### src/rtl/mips_defs_pkg.sv
// Shared MIPS-lite definitions: opcode/funct constants, controller state encodings,
// datapath select codes and the packed control word produced by the decoder.
package mips_defs;

  localparam logic [5:0] OP_RTYPE = 6'b000000;
  localparam logic [5:0] OP_ORI   = 6'b001101;
  localparam logic [5:0] OP_LUI   = 6'b001111;
  localparam logic [5:0] OP_LW    = 6'b100011;
  localparam logic [5:0] OP_SW    = 6'b101011;
  localparam logic [5:0] OP_BEQ   = 6'b000100;
  localparam logic [5:0] OP_J     = 6'b000010;
  localparam logic [5:0] OP_JAL   = 6'b000011;

  localparam logic [5:0] FN_ADDU  = 6'b100001;
  localparam logic [5:0] FN_SUBU  = 6'b100011;
  localparam logic [5:0] FN_JR    = 6'b001000;

  typedef enum logic [3:0] {
    S_FETCH   = 4'd0,
    S_DECODE  = 4'd1,
    S_EXE_R   = 4'd2,
    S_EXE_I   = 4'd3,
    S_WB_ALU  = 4'd4,
    S_MEM_ADR = 4'd5,
    S_MEM_RD  = 4'd6,
    S_MEM_WR  = 4'd7,
    S_WB_MEM  = 4'd8,
    S_BRANCH  = 4'd9,
    S_JUMP    = 4'd10
  } state_t;

  localparam logic [2:0] ALU_ADD  = 3'b000;
  localparam logic [2:0] ALU_SUB  = 3'b001;
  localparam logic [2:0] ALU_OR   = 3'b010;
  localparam logic [2:0] ALU_PASS = 3'b011;

  localparam logic [1:0] EXT_ZERO = 2'b00;
  localparam logic [1:0] EXT_SIGN = 2'b01;
  localparam logic [1:0] EXT_LUI  = 2'b10;

  localparam logic [1:0] NPC_PC4  = 2'b00;
  localparam logic [1:0] NPC_BR   = 2'b01;
  localparam logic [1:0] NPC_J    = 2'b10;
  localparam logic [1:0] NPC_RS   = 2'b11;

  localparam logic [1:0] RD_RT    = 2'b00;
  localparam logic [1:0] RD_RD    = 2'b01;
  localparam logic [1:0] RD_RA    = 2'b10;

  localparam logic [1:0] WD_ALU   = 2'b00;
  localparam logic [1:0] WD_MDR   = 2'b01;
  localparam logic [1:0] WD_PC    = 2'b10;

  typedef struct packed {
    logic       pc_wr;
    logic       ir_wr;
    logic       reg_wr;
    logic       mem_wr;
    logic       illegal;
    logic       alu_src;
    logic [1:0] npc_sel;
    logic [1:0] reg_dst;
    logic [1:0] wd_sel;
    logic [1:0] ext_op;
    logic [2:0] alu_op;
  } ctrl_t;

  localparam int CTRL_W = $bits(ctrl_t);

  // Dispatch target out of S_DECODE; S_FETCH doubles as the "unsupported" marker.
  function automatic state_t decode_target(input logic [5:0] opcode, input logic [5:0] funct);
    state_t tgt;
    tgt = S_FETCH;
    case (opcode)
      OP_RTYPE: begin
        if (funct == FN_ADDU || funct == FN_SUBU) tgt = S_EXE_R;
        else if (funct == FN_JR)                  tgt = S_JUMP;
      end
      OP_ORI, OP_LUI:     tgt = S_EXE_I;
      OP_LW, OP_SW:       tgt = S_MEM_ADR;
      OP_BEQ:             tgt = S_BRANCH;
      OP_J, OP_JAL:       tgt = S_JUMP;
      default:            tgt = S_FETCH;
    endcase
    return tgt;
  endfunction

endpackage

### src/rtl/mc_ctrl_dec.sv
// Combinational Moore decoder: current state plus IR fields to control word.
// Strobes leave here ungated; the top applies the reset gating.
module mc_ctrl_dec
  import mips_defs::*;
(
  input  logic [3:0]        state,
  input  logic [5:0]        opcode,
  input  logic [5:0]        funct,
  input  logic              zero,
  input  logic              im_rdy,
  output logic [CTRL_W-1:0] ctrl_word
);

  ctrl_t c;

  always_comb begin
    c = '0;
    case (state)
      S_FETCH: begin
        c.ir_wr   = im_rdy;
        c.pc_wr   = im_rdy;
        c.npc_sel = NPC_PC4;
      end
      S_DECODE: begin
        c.illegal = (decode_target(opcode, funct) == S_FETCH);
      end
      S_EXE_R: begin
        c.alu_src = 1'b0;
        c.alu_op  = (funct == FN_SUBU) ? ALU_SUB : ALU_ADD;
      end
      S_EXE_I: begin
        c.alu_src = 1'b1;
        c.ext_op  = (opcode == OP_LUI) ? EXT_LUI : EXT_ZERO;
        c.alu_op  = (opcode == OP_LUI) ? ALU_PASS : ALU_OR;
      end
      S_WB_ALU: begin
        c.reg_wr  = 1'b1;
        c.wd_sel  = WD_ALU;
        c.reg_dst = (opcode == OP_RTYPE) ? RD_RD : RD_RT;
      end
      // Address controls stay up through the memory states so the DM sees a stable address.
      S_MEM_ADR, S_MEM_RD: begin
        c.alu_src = 1'b1;
        c.ext_op  = EXT_SIGN;
        c.alu_op  = ALU_ADD;
      end
      S_MEM_WR: begin
        c.alu_src = 1'b1;
        c.ext_op  = EXT_SIGN;
        c.alu_op  = ALU_ADD;
        c.mem_wr  = 1'b1;
      end
      S_WB_MEM: begin
        c.reg_wr  = 1'b1;
        c.reg_dst = RD_RT;
        c.wd_sel  = WD_MDR;
      end
      S_BRANCH: begin
        c.alu_src = 1'b0;
        c.alu_op  = ALU_SUB;
        c.npc_sel = NPC_BR;
        c.pc_wr   = zero;
      end
      S_JUMP: begin
        c.pc_wr = 1'b1;
        if (opcode == OP_RTYPE) begin
          c.npc_sel = NPC_RS;
        end else begin
          c.npc_sel = NPC_J;
          if (opcode == OP_JAL) begin
            c.reg_wr  = 1'b1;
            c.reg_dst = RD_RA;
            c.wd_sel  = WD_PC;
          end
        end
      end
      default: c = '0;
    endcase
  end

  assign ctrl_word = c;

endmodule

### src/rtl/mc_ctrl.sv
// Multi-cycle MIPS-lite main controller: state register, next-state logic and
// retired-instruction counter around the mc_ctrl_dec control-word decoder.
module mc_ctrl
  import mips_defs::*;
#(
  parameter int         CNT_W     = 32,
  parameter logic [3:0] RST_STATE = 4'd0
) (
  input  logic             clk,
  input  logic             reset,
  input  logic [5:0]       opcode,
  input  logic [5:0]       funct,
  input  logic             zero,
  input  logic             im_rdy,
  input  logic             dm_rdy,
  output logic             pc_wr,
  output logic             ir_wr,
  output logic [1:0]       npc_sel,
  output logic             reg_wr,
  output logic [1:0]       reg_dst,
  output logic [1:0]       wd_sel,
  output logic             alu_src,
  output logic [2:0]       alu_op,
  output logic [1:0]       ext_op,
  output logic             mem_wr,
  output logic             illegal,
  output logic [3:0]       state_o,
  output logic [CNT_W-1:0] instr_cnt
);

  logic [3:0]        state;
  logic [3:0]        next_state;
  logic              retire;
  logic [CTRL_W-1:0] ctrl_word;
  ctrl_t             ctrl;

  always_ff @(posedge clk or posedge reset) begin
    if (reset) begin
      state     <= RST_STATE;
      instr_cnt <= '0;
    end else begin
      state <= next_state;
      if (retire) instr_cnt <= instr_cnt + 1'b1;
    end
  end

  // Unused encodings fall through to the default and recover to S_FETCH.
  always_comb begin
    next_state = S_FETCH;
    case (state)
      S_FETCH:   next_state = im_rdy ? S_DECODE : S_FETCH;
      S_DECODE:  next_state = decode_target(opcode, funct);
      S_EXE_R:   next_state = S_WB_ALU;
      S_EXE_I:   next_state = S_WB_ALU;
      S_MEM_ADR: next_state = (opcode == OP_SW) ? S_MEM_WR : S_MEM_RD;
      S_MEM_RD:  next_state = dm_rdy ? S_WB_MEM : S_MEM_RD;
      S_MEM_WR:  next_state = dm_rdy ? S_FETCH : S_MEM_WR;
      default:   next_state = S_FETCH;
    endcase
  end

  always_comb begin
    retire = 1'b0;
    if (next_state == S_FETCH) begin
      case (state)
        S_WB_ALU, S_MEM_WR, S_WB_MEM, S_BRANCH, S_JUMP: retire = 1'b1;
        default: retire = 1'b0;
      endcase
    end
  end

  mc_ctrl_dec u_dec (
    .state     (state),
    .opcode    (opcode),
    .funct     (funct),
    .zero      (zero),
    .im_rdy    (im_rdy),
    .ctrl_word (ctrl_word)
  );

  assign ctrl = ctrl_t'(ctrl_word);

  // Strobes are masked by reset so an abort cannot leak a write on the asserting edge.
  assign pc_wr   = ctrl.pc_wr   & ~reset;
  assign ir_wr   = ctrl.ir_wr   & ~reset;
  assign reg_wr  = ctrl.reg_wr  & ~reset;
  assign mem_wr  = ctrl.mem_wr  & ~reset;
  assign illegal = ctrl.illegal & ~reset;
  assign npc_sel = ctrl.npc_sel;
  assign reg_dst = ctrl.reg_dst;
  assign wd_sel  = ctrl.wd_sel;
  assign alu_src = ctrl.alu_src;
  assign alu_op  = ctrl.alu_op;
  assign ext_op  = ctrl.ext_op;
  assign state_o = state;

endmodule

### config.mk
export PLATFORM = sky130hd
export DESIGN_NAME = mc_ctrl
export DESIGN_NICKNAME = d
export VERILOG_FILES = /design/src/rtl/mips_defs_pkg.sv /design/src/rtl/mc_ctrl_dec.sv /design/src/rtl/mc_ctrl.sv
export SDC_FILE = /design/constraint.sdc
export NUM_CORES = 1
export LEC_CHECK = 0
export CORE_MARGIN = 8
export CORE_UTILIZATION = 49
export CTS_CLUSTER_DIAMETER = 30
export CTS_CLUSTER_SIZE = 8
export DETAILED_ROUTE_END_ITERATION = 8
export GPL_TIMING_DRIVEN = 0
export HOLD_SLACK_MARGIN = 0.1
export PLACE_DENSITY = 0.85
export SLEW_MARGIN = 15
export SYNTH_ARGS = -nofsm -noshare
export SYNTH_HDL_FRONTEND = slang
export SYNTH_SLANG_ARGS = --single-unit
### constraint.sdc
create_clock -name clk -period 4.8 [get_ports clk]
set_input_delay 0.48 -clock clk [delete_from_list [all_inputs] [get_ports clk]]
set_output_delay 0.48 -clock clk [all_outputs]
set_load 0.05 [all_outputs]
==> impl_metrics.csv <==
group,metric,value,unit
logic_synthesis,synth_flop_cell,"dfrtp_1",
logic_synthesis,synth_edf_count,0,
worst_hold_path,holdPathStages,1,
floorplanning,io_pins,70,
timing,hold_violations,0,
floorplanning,dieArea,0.00669,mm²
place,portBuffers,67,
setup_path,critPathLaunchType,"input port",
setup_path,cp_slowest_cell,"clkdlybuf4s50_1",
grt,use_met2,28.3,%
logic_synthesis,synthMuxAreaShare,1.06,%
logic_synthesis,synth-adder-area-share,0.590,%
logic_synthesis,synth_cells,223,
logic_synthesis,synth_simple_gate_area_share,30.2,%
drt,first_pass_iters,4,
drt,vias_per_cell,5.56,
cells_and_area,drive_gt1_share,10.4,%
logic_synthesis,synth-compound-area-share,8.91,%
worst_hold_path,hold_path.class,"flip-flop to flip-flop",
logic_synthesis,yosys_warnings,0,
grt,grt-ovfl-total,0,
setup_path,r2r_end,"instr_cnt[26]",
clock_tree,cts_setup_buffers,0,
clock_tree,ctsLongestPathBuffers,2,
clock_tree,root_buffer,"clkbuf_8",
cells_and_area,final_util,68.8,%
timing,rsz0062_at_grt,"no",
clock_tree,htree_levels,2,
logic_synthesis,synth-async-reset-ratio,100,%
grt,busiest_layer,"met2",
timing,fin_tns_setup,0,ns
outcome,outcome,"complete, no violations",
place,dp.final_hpwl,4.10,mm
power_and_ir_drop,peakVddDrop,0.000377,V
drt,drt_wl_total,5.47,mm
drt,ant_nets,0,
logic_synthesis,synth-seq-area-share,42.5,%
logic_synthesis,synthTopCellsByArea,"dfrtp_1 43%, xor2_1 6.6%, xnor2_1 6.2%",
timing,finalClockSkew,0.00763,ns
grt,grt_util_met1,21.1,%
floorplanning,fp.coreArea,0.00426,mm²
cells_and_area,nets,315,
setup_path,r2r_setup_slack,2.84,ns
logic_synthesis,synth_cell_type_count,51,
cells_and_area,n_fill_cell,358,
timing,max_clock_freq,285,MHz
grt,grt_max_degree,38,
logic_synthesis,synth_commonest_cells,"36 x dfrtp_1, 26 x nor2_1, 18 x nand2_1",
setup_path,crit_arrival,3.02,ns
power_and_ir_drop,leakagePower,1.22,nW
logic_synthesis,ys_ff_latch,36,
grt,grt_antenna_before_repair,0,
power_and_ir_drop,powerDensity,296,mW/mm²
place,gp_congestion,0.924,
timing,final.setup.worst_slack,1.30,ns
timing,fin_crit_sh,73.0,%
grt,grt_use_met3,5.69,%
logic_synthesis,synthMostInstantiatedCell,"dfrtp_1",
setup_path,reg2reg_from,"state_o[1]",
logic_synthesis,synth_xor_area_share,12.8,%
setup_path,path_class,"input port to output pin",
timing,slew_headroom,49.3,%
setup_path,cp_max_fo,2,
clock_tree,cts_hold_buffers,0,
grt,grt_first_pass_wirelength,9.25,mm
place,place_worst_setup_slack,1.32,ns
timing,worst_pin_slew,0.759,ns
clock_tree,cts_inserted_buffers,5,
drt,drt_iter0_drc,186,
clock_tree,cts_repair_resize_count,0,
job,maxCapViolCount,0,
clock_tree,clock_latency,0.29,ns
floorplanning,num_rows,24,
grt,grt_pass1_vias,1972,
timing,fin_crit,3.50,ns
setup_path,reg2regPathDepth,7,
grt,grtUsageTotal,17.2,%
logic_synthesis,yosys.area.top_type_share,42.5,%
clock_tree,path_clk_slew,0.07,ns
cells_and_area,syn_to_final_growth,38.4,%
logic_synthesis,syn-cell-area,0.00212,mm²
logic_synthesis,avgSynthCellArea,9.50,µm²
logic_synthesis,synth_top_family_by_area,"simple AND/OR/NAND/NOR gates",
floorplanning,die_height,81.8,µm
timing,setup_viol,0,
setup_path,crit_chain,"clkdlybuf4s50_1, and3b_1, o21ai_0, a2111oi_0, nand2b_1, a2111oi_0, clkdlybuf4s50_1",
floorplanning,initial_utilization,49.7,%
drt,wl_per_cell,15.7,µm
timing,fin_hold_ws,0.466,ns
clock_tree,cts.sinks,36,
drt,drc,0,
timing,drv_slew,0,
power_and_ir_drop,total_power,0.000867,W
floorplanning,die_w,81.8,µm
cells_and_area,antenna_cells,0,
setup_path,end_kind,"output pin",
setup_path,required,4.32,ns
setup_path,slowest_delay,0.89,ns
logic_synthesis,post-synth-top-area-cell,"dfrtp_1",
logic_synthesis,synth_fp_nets,241,
worst_hold_path,hold_end,"instr_cnt[31]",
clock_tree,cts_tree,"done",
worst_hold_path,worstHoldStart,"instr_cnt[31]",
drt,routed-via-count,1940,
[sequential cells by signal, summed over array words and instances, names as in the netlist]
register and flops:
state_o 4, instr_cnt 32
[kinds of logic after synthesis]
kind of cell	count (synthesis)
buffers and inverters	15
AO/OA/AOI/OAI	26
AND/OR/NAND/NOR	111
XOR/XNOR	31
other	1
multiplexers	2
flip-flops	36
adder cells (fa/ha/maj)	1
[final cells by class]
class                           count  area [µm²]  area share, %
Tap cell                           52        65.1           2.22
Inverter                            5        18.8          0.640
Sequential cell                    36         901           30.7
Clock inverter                      1        5.00          0.171
Buffer                             10        61.3           2.09
Timing Repair Buffer               67         671           22.9
Multi-Input combinational cell    172        1140           38.8
Clock buffer                        6        72.6           2.47
[report_power, final]
part           internal (W)  switching (W)  total [W]  leakage [nW]
Clock             0.0000987       0.000106   0.000204        0.0410
Combinational      0.000107       0.000197   0.000303         0.691
Sequential         0.000326      0.0000341   0.000360         0.484
[worst max-delay path: cells and delay by family]
kind	cells	cell delay, ns
AND/OR/NAND/NOR	2	0.35
AO/OA/AOI/OAI	3	0.82
buffers and inverters	2	1.37
[layer usage]
layer | part of all wire, % | vias to the layer above
met3 | 9.7 | 7
met4 | 1.1 | 0
met2 | 47 | 72
met5 | 0 | -
met1 | 43 | 923
li1 | - | 938
[worst max-delay path by stage]
stage                         from       to  slack (ns)  cells past startpoint
after floorplan           funct[0]  illegal        0.75                      5
after global placement       reset   reg_wr        1.27                      4
after detailed placement  funct[3]  illegal        1.32                      7
after CTS                 funct[3]  illegal        1.30                      7
after global routing      funct[3]  illegal        1.13                      7
final                     funct[3]  illegal        1.30                      7
[per-stage QoR]
stage          cell area (µm²)  std cells
4_1_cts                   2930        349
3_5_place_dp              2860        342
5_1_grt                   2930        349
6_report                  2930        349
2_1_floorplan             2120        223
3_3_place_gp              2860        342
[cells in the final DEF, fill, tap and decap left out, types with 2 or more instances in the layout]
cell type,instances
nor4_1,2
clkbuf_1,5
nand2_1,18
nand3_1,12
xnor2_1,15
xor2_1,16
nand4b_1,2
and3_1,6
nor2b_1,2
nand2b_1,4
or2_2,2
buf_4,4
nor3_2,5
mux2_2,2
clkbuf_8,5
nor3_1,5
and4_1,2
nor2_1,26
clkdlybuf4s50_1,67
dfrtp_1,36
a2111oi_0,2
nor4_2,2
inv_1,4
a21oi_1,9
nand4_1,14
Note: power is estimated with default switching activity, not from simulation.
==> RTL change 1, RTL diff (same flow settings) <==
Put one more register stage on the output `instr_cnt`, with the module's reset. The value now appears one clock later. The other outputs are not delayed to match.
--- a/src/rtl/mc_ctrl.sv
+++ b/src/rtl/mc_ctrl.sv
@@ -29,4 +29,6 @@
 );
 
+  logic [CNT_W-1:0] instr_cnt_s0;
+
   logic [3:0]        state;
   logic [3:0]        next_state;
@@ -38,8 +40,8 @@
     if (reset) begin
       state     <= RST_STATE;
-      instr_cnt <= '0;
+      instr_cnt_s0 <= '0;
     end else begin
       state <= next_state;
-      if (retire) instr_cnt <= instr_cnt + 1'b1;
+      if (retire) instr_cnt_s0 <= instr_cnt_s0 + 1'b1;
     end
   end
@@ -95,4 +97,12 @@
   assign state_o = state;
 
+  always_ff @(posedge clk or posedge reset) begin
+    if (reset) begin
+      instr_cnt <= '0;
+    end else begin
+      instr_cnt <= instr_cnt_s0;
+    end
+  end
+
 endmodule
 
Formal check against the unedited RTL: not equivalent (Yosys sat finds a counterexample within 4 cycles, from zero or initial values and one cycle with reset high).
==> RTL change 1 against the unedited design <==
Power is 67% higher; worst setup slack worse by 0.055 ns; design area is 36% higher; first-iteration DRC count is 45% lower; sequential cell count is 32 higher; area after synthesis is 42% higher; wire length is 13% higher; final cell count is 19% higher; critical path depth stayed put; register-to-register slack better by 0.02 ns; global-route usage is 2.6 points lower; utilization is 1.5 points lower; critical path type unchanged.
==> RTL change 1: results (changes against the unedited design) <==
Status
  • Status: completed (unchanged)

Yosys
  • Ys flop type: dfrtp_1 (unchanged)
  • Synth async-reset ratio: 100% (unchanged)
  • Synth unique cells: 53 (was 51)
  • Post-synth top cells: dfrtp_1 (68), xnor2_1 (21), nand2_1 (18) (was dfrtp_1 (36), nor2_1 (26), nand2_1 (18))
  • Synth area leaders: dfrtp_1 (57%), xnor2_1 (6.1%), xor2_1 (3.2%), nand2_1 (2.2%), nand3_1 (2.2%) (was dfrtp_1 (43%), xor2_1 (6.6%), xnor2_1 (6.2%), nor2_1 (4.6%), nand4_1 (4.1%))
  • Sequential area share after synthesis: 56.6% (was 42.5%)
  • Synth warnings: 0 (unchanged)
  • Post-synthesis net count: 276 (was 241)
  • Cells after synthesis: 258 (was 223)

Placement
  • Dpl hpwl: 4580 µm (was 4100 µm)
  • PortBufs: 67 (unchanged)
  • Gpl congestion: 0.978 (was 0.924)
  • Pre-CTS setup slack: 1.26 ns (was 1.32 ns)
  • DP Cell Count: 401 (was 342)

Timing
  • Slew at the pin with the worst max-slew slack: 0.632 ns (was 0.759 ns)
  • Setup Skew: 0.00561 ns (was 0.00763 ns)

CTS
  • Latest clock arrival within the worst-skew pair: 0.33 ns (was 0.29 ns)
  • Root Driver: clkbuf_8 (unchanged)
  • CTS clock-pin slew for the worst setup and hold paths: 0.07 ns (about the same)
  • H-tree levels: 3 (was 2)
  • Num CTS Buffers: 9 (was 5)

Worst hold path
  • Hold_sp: instr_cnt_s0[30]$_DFFE_PP0P_ (was instr_cnt[31]$_DFFE_PP0P_)
  • Hold WC Path Type: reg -> reg (unchanged)

Power
  • Worst vdd ir: 0.254 mV (was 0.377 mV)
  • Switching pwr: 0.460 mW (was 0.336 mW)
  • P_leak: 1.74 nW (was 1.22 nW)

Global route
  • Largest net degree at the start of global routing: 69 (was 38)
  • Global-route wire length before repair: 10100 µm (was 9250 µm)
  • GRT Overall Usage: 14.6% (was 17.2%)

Final layout
  • Ant diodes: 0 (unchanged)
  • Nets: 355 (was 315)
  • Layout cell share with drive strength beyond 1: 11.4% (was 10.4%)

Route
  • DRC errors left: 0 (unchanged)
  • Drt first pass iters: 4 (unchanged)
  • Routed WL: 6200 µm (was 5470 µm)
  • Via density: 5.26 (was 5.56)
  • Iter 0 DRT Violations: 103 (was 186)
  • Via Count: 2192 (was 1940)

Critical path
  • R2R Path Start: state_o[0]$_DFF_PP0_ (was state_o[1]$_DFF_PP0_)
  • WP data arrival: 3.08 ns (was 3.02 ns)
  • Crit Path Max Fanout: 9 (was 2)
  • Critical path startpoint: opcode[1] (was funct[3])
## RTL change 1: cell count changes after synthesis, moves of 5 or more
cell	delta
nor2_1	-12
xnor2_1	+6
xor2_1	-5
dfrtp_1	+32
nand4_1	-7
nor3_1	+7
## RTL change 1: logic make-up after synthesis
group,count (synthesis),share of synthesized area (%)
AOI/OAI and AO/OA,29,7.75
xor gates and xnor gates,32,9.33
adders and majority gates,1,0.416
buffers and inverters,16,3.04
DFF,68,56.6
muxes,1,0.375
other,1,0.125
and+or+nand+nor,110,22.3
## RTL change 1: routing by layer
metal / vias up / GRT usage [%] / share of wire (%)
met5: - / 0 / 0
met4: 0 / 8.59 / 1.9
met3: 12 / 4.88 / 8.0
met2: 77 / 23.0 / 47
met1: 1040 / 16.9 / 43
li1: 1063 / - / -
## RTL change 1: area by class of cell
cell class	count	area, µm²
buffer	9	65.1
sequential	68	1700
timing repair buffer	68	698
multi-input combinational	174	1210
clock buffer	12	135
tap	75	93.8
clock inverter	4	50.0
fill	434	1940
inverter	7	28.8
## RTL change 1: worst paths after layout
path,end,slack (ns),depth (start not counted)
max,illegal,1.24,7
min,instr_cnt[30]$_DFF_PP0_,0.38,0
max reg2reg,instr_cnt_s0[15]$_DFFE_PP0P_,2.86,5
min reg2reg,instr_cnt[30]$_DFF_PP0_,0.38,0
max in group asynchronous,instr_cnt[0]$_DFF_PP0_,3.82,3
min in group asynchronous,state_o[3]$_DFF_PP0_,0.73,3
## RTL change 1: worst max-delay path, stage by stage
cell,delay [ns]
clkdlybuf4s50_1,0.53
and4b_1,0.26
a41oi_1,0.15
a21oi_1,0.12
or4b_1,0.51
a31oi_1,0.18
clkdlybuf4s50_1,0.84
## RTL change 1: per-stage QoR
step           area (µm²)  hold slack (ns)  utilization, %
6_report             3980            0.377            67.3
2_1_floorplan        3000            0.354               -
3_3_place_gp         3770            0.360            63.7
5_1_grt              3980            0.386            67.3
3_5_place_dp         3800            0.361            64.2
4_1_cts              3980            0.379            67.3
## RTL change 1: power groups by stage
stage	combinational (mW)	clock, mW	sequential [mW]
2_1_floorplan	0.171	0	0.732
3_3_place_gp	0.353	0	0.657
3_5_place_dp	0.364	0	0.658
4_1_cts	0.367	0.450	0.647
5_1_grt	0.389	0.470	0.654
6_report	0.365	0.436	0.647
==> RTL change 2, RTL diff (same settings) <==
Without the edit above. Set the parameter `CNT_W` to 40 (it was 32).
--- a/src/rtl/mc_ctrl.sv
+++ b/src/rtl/mc_ctrl.sv
@@ -4,5 +4,5 @@
   import mips_defs::*;
 #(
-  parameter int         CNT_W     = 32,
+  parameter int         CNT_W     = 40,
   parameter logic [3:0] RST_STATE = 4'd0
 ) (
Ports: changed (resized instr_cnt); port bits go from 70 to 78. The function was not compared with the original's and may differ.
==> RTL change 2 against the unedited design <==
Clock skew about the same; synthesized cell count increased by 19%; design area increased by 23%; wire length increased by 23%; largest cell class unchanged; area after synthesis increased by 23%; worst setup slack improved by 0.26 ns; critical endpoint is now reg_wr; power increased by 28%; utilization increased by 1.4 points; sequential cell count increased by 8.
==> RTL change 2: results (changes against the unedited design) <==
Yosys
  • Synth Area in Compound Gates: 6.08% (was 8.91%)
  • Cells after synthesis: 265 (was 223)
  • Synth Area in XOR/XNOR: 13.1% (was 12.8%)
  • Synth unique cells: 54 (was 51)
  • Post-synthesis mux area share: 0.431% (was 1.06%)
  • Synth area leaders: dfrtp_1 (42%), xnor2_1 (7.4%), xor2_1 (5.7%), nand3_1 (4.0%), nand4_1 (3.8%) (was dfrtp_1 (43%), xor2_1 (6.6%), xnor2_1 (6.2%), nor2_1 (4.6%), nand4_1 (4.1%))
  • Post-synthesis net count: 283 (was 241)
  • Post-synth top cells: dfrtp_1 (44), xnor2_1 (22), nand3_1 (21) (was dfrtp_1 (36), nor2_1 (26), nand2_1 (18))
  • Sequential area share after synthesis: 42.1% (was 42.5%)

Critical path
  • Worst Setup EP: reg_wr (was illegal)
  • Worst Reg2Reg Path Length in Cells: 9 (was 7)
  • Critical path startpoint: opcode[4] (was funct[3])
  • Worst reg2reg endpoint: instr_cnt[25]$_DFFE_PP0P_ (was instr_cnt[26]$_DFFE_PP0P_)
  • Flop-to-flop setup slack: 2.51 ns (was 2.84 ns)
  • CP max stage delay: 0.80 ns (was 0.89 ns)
  • R2R Path Start: state_o[2]$_DFF_PP0_ (was state_o[1]$_DFF_PP0_)

Timing
  • Slew HR: 48.5% (was 49.3%)
  • Setup Skew: 0.00749 ns (was 0.00763 ns)

Final layout
  • Multi-input gates: 204 (was 172)
  • Filler cells: 438 (was 358)
  • Signal inverters: 6 (was 5)
  • Max FFs per register: 40 (was 32)
  • Clock network share of area: 3.37% (was 2.65%)
  • Nets: 367 (was 315)
  • Non-clock buffering overhead: 24.0% (was 25.0%)

Global route
  • Global-route wire length before repair: 11000 µm (was 9250 µm)
  • GRT Overall Usage: 17.5% (was 17.2%)

Route
  • Routed WL: 6730 µm (was 5470 µm)
  • DR WL/cell: 16.0 µm (was 15.7 µm)
  • Via Count: 2341 (was 1940)

Power
  • P_leak: 1.36 nW (was 1.22 nW)

Status
  • Status: completed (unchanged)

Placement
  • Dpl hpwl: 5100 µm (was 4100 µm)
  • DP Cell Count: 412 (was 342)
  • Gpl congestion: 0.891 (was 0.924)

CTS
  • CTS clock-pin slew for the worst setup and hold paths: 0.09 ns (was 0.07 ns)
  • Sink Count: 44 (was 36)
-- RTL change 2: worst register-to-register path, delay by kind of cell, from the launching register on --
kind | cells | cell delay (ns)
flip-flops | 1 | 0.38
AO/OA/AOI/OAI | 2 | 0.54
buffers and inverters | 4 | 0.54
AND/OR/NAND/NOR | 2 | 0.58
XOR/XNOR | 1 | 0.14
-- RTL change 2: stage by stage --
stage          instance area [µm²]  setup slack [ns]
4_1_cts                       3600              1.58
3_5_place_dp                  3480              1.59
3_3_place_gp                  3460             0.934
5_1_grt                       3600              1.40
6_report                      3600              1.56
2_1_floorplan                 2620             0.933
-- RTL change 2: how the worst min path moves through the flow --
stage / from / to / slack, ns / cells after the start
floorplan: dm_rdy / state_o[2]$_DFF_PP0_ / 0.58 / 1
global placement: instr_cnt[39]$_DFFE_PP0P_ / instr_cnt[39]$_DFFE_PP0P_ / 0.46 / 1
detailed placement: instr_cnt[39]$_DFFE_PP0P_ / instr_cnt[39]$_DFFE_PP0P_ / 0.47 / 1
CTS: instr_cnt[39]$_DFFE_PP0P_ / instr_cnt[39]$_DFFE_PP0P_ / 0.48 / 1
global route: instr_cnt[34]$_DFFE_PP0P_ / instr_cnt[34]$_DFFE_PP0P_ / 0.50 / 1
finish: instr_cnt[39]$_DFFE_PP0P_ / instr_cnt[39]$_DFFE_PP0P_ / 0.47 / 1
-- RTL change 2: report_power, final --
part,leakage (nW),internal [mW],switching (mW)
clock,0.0614,0.170,0.130
sequential,0.537,0.398,0.0376
combinational,0.762,0.133,0.237
total,1.36,0.701,0.405
-- RTL change 2: routing by layer --
layer / global-route usage [%] / share of wire, % / up-vias
li1: - / - / 1139
met1: 21.7 / 44 / 1136
met2: 30.1 / 49 / 61
met3: 4.14 / 6.1 / 5
met4: 3.78 / 0.61 / 0
met5: 0 / 0 / -
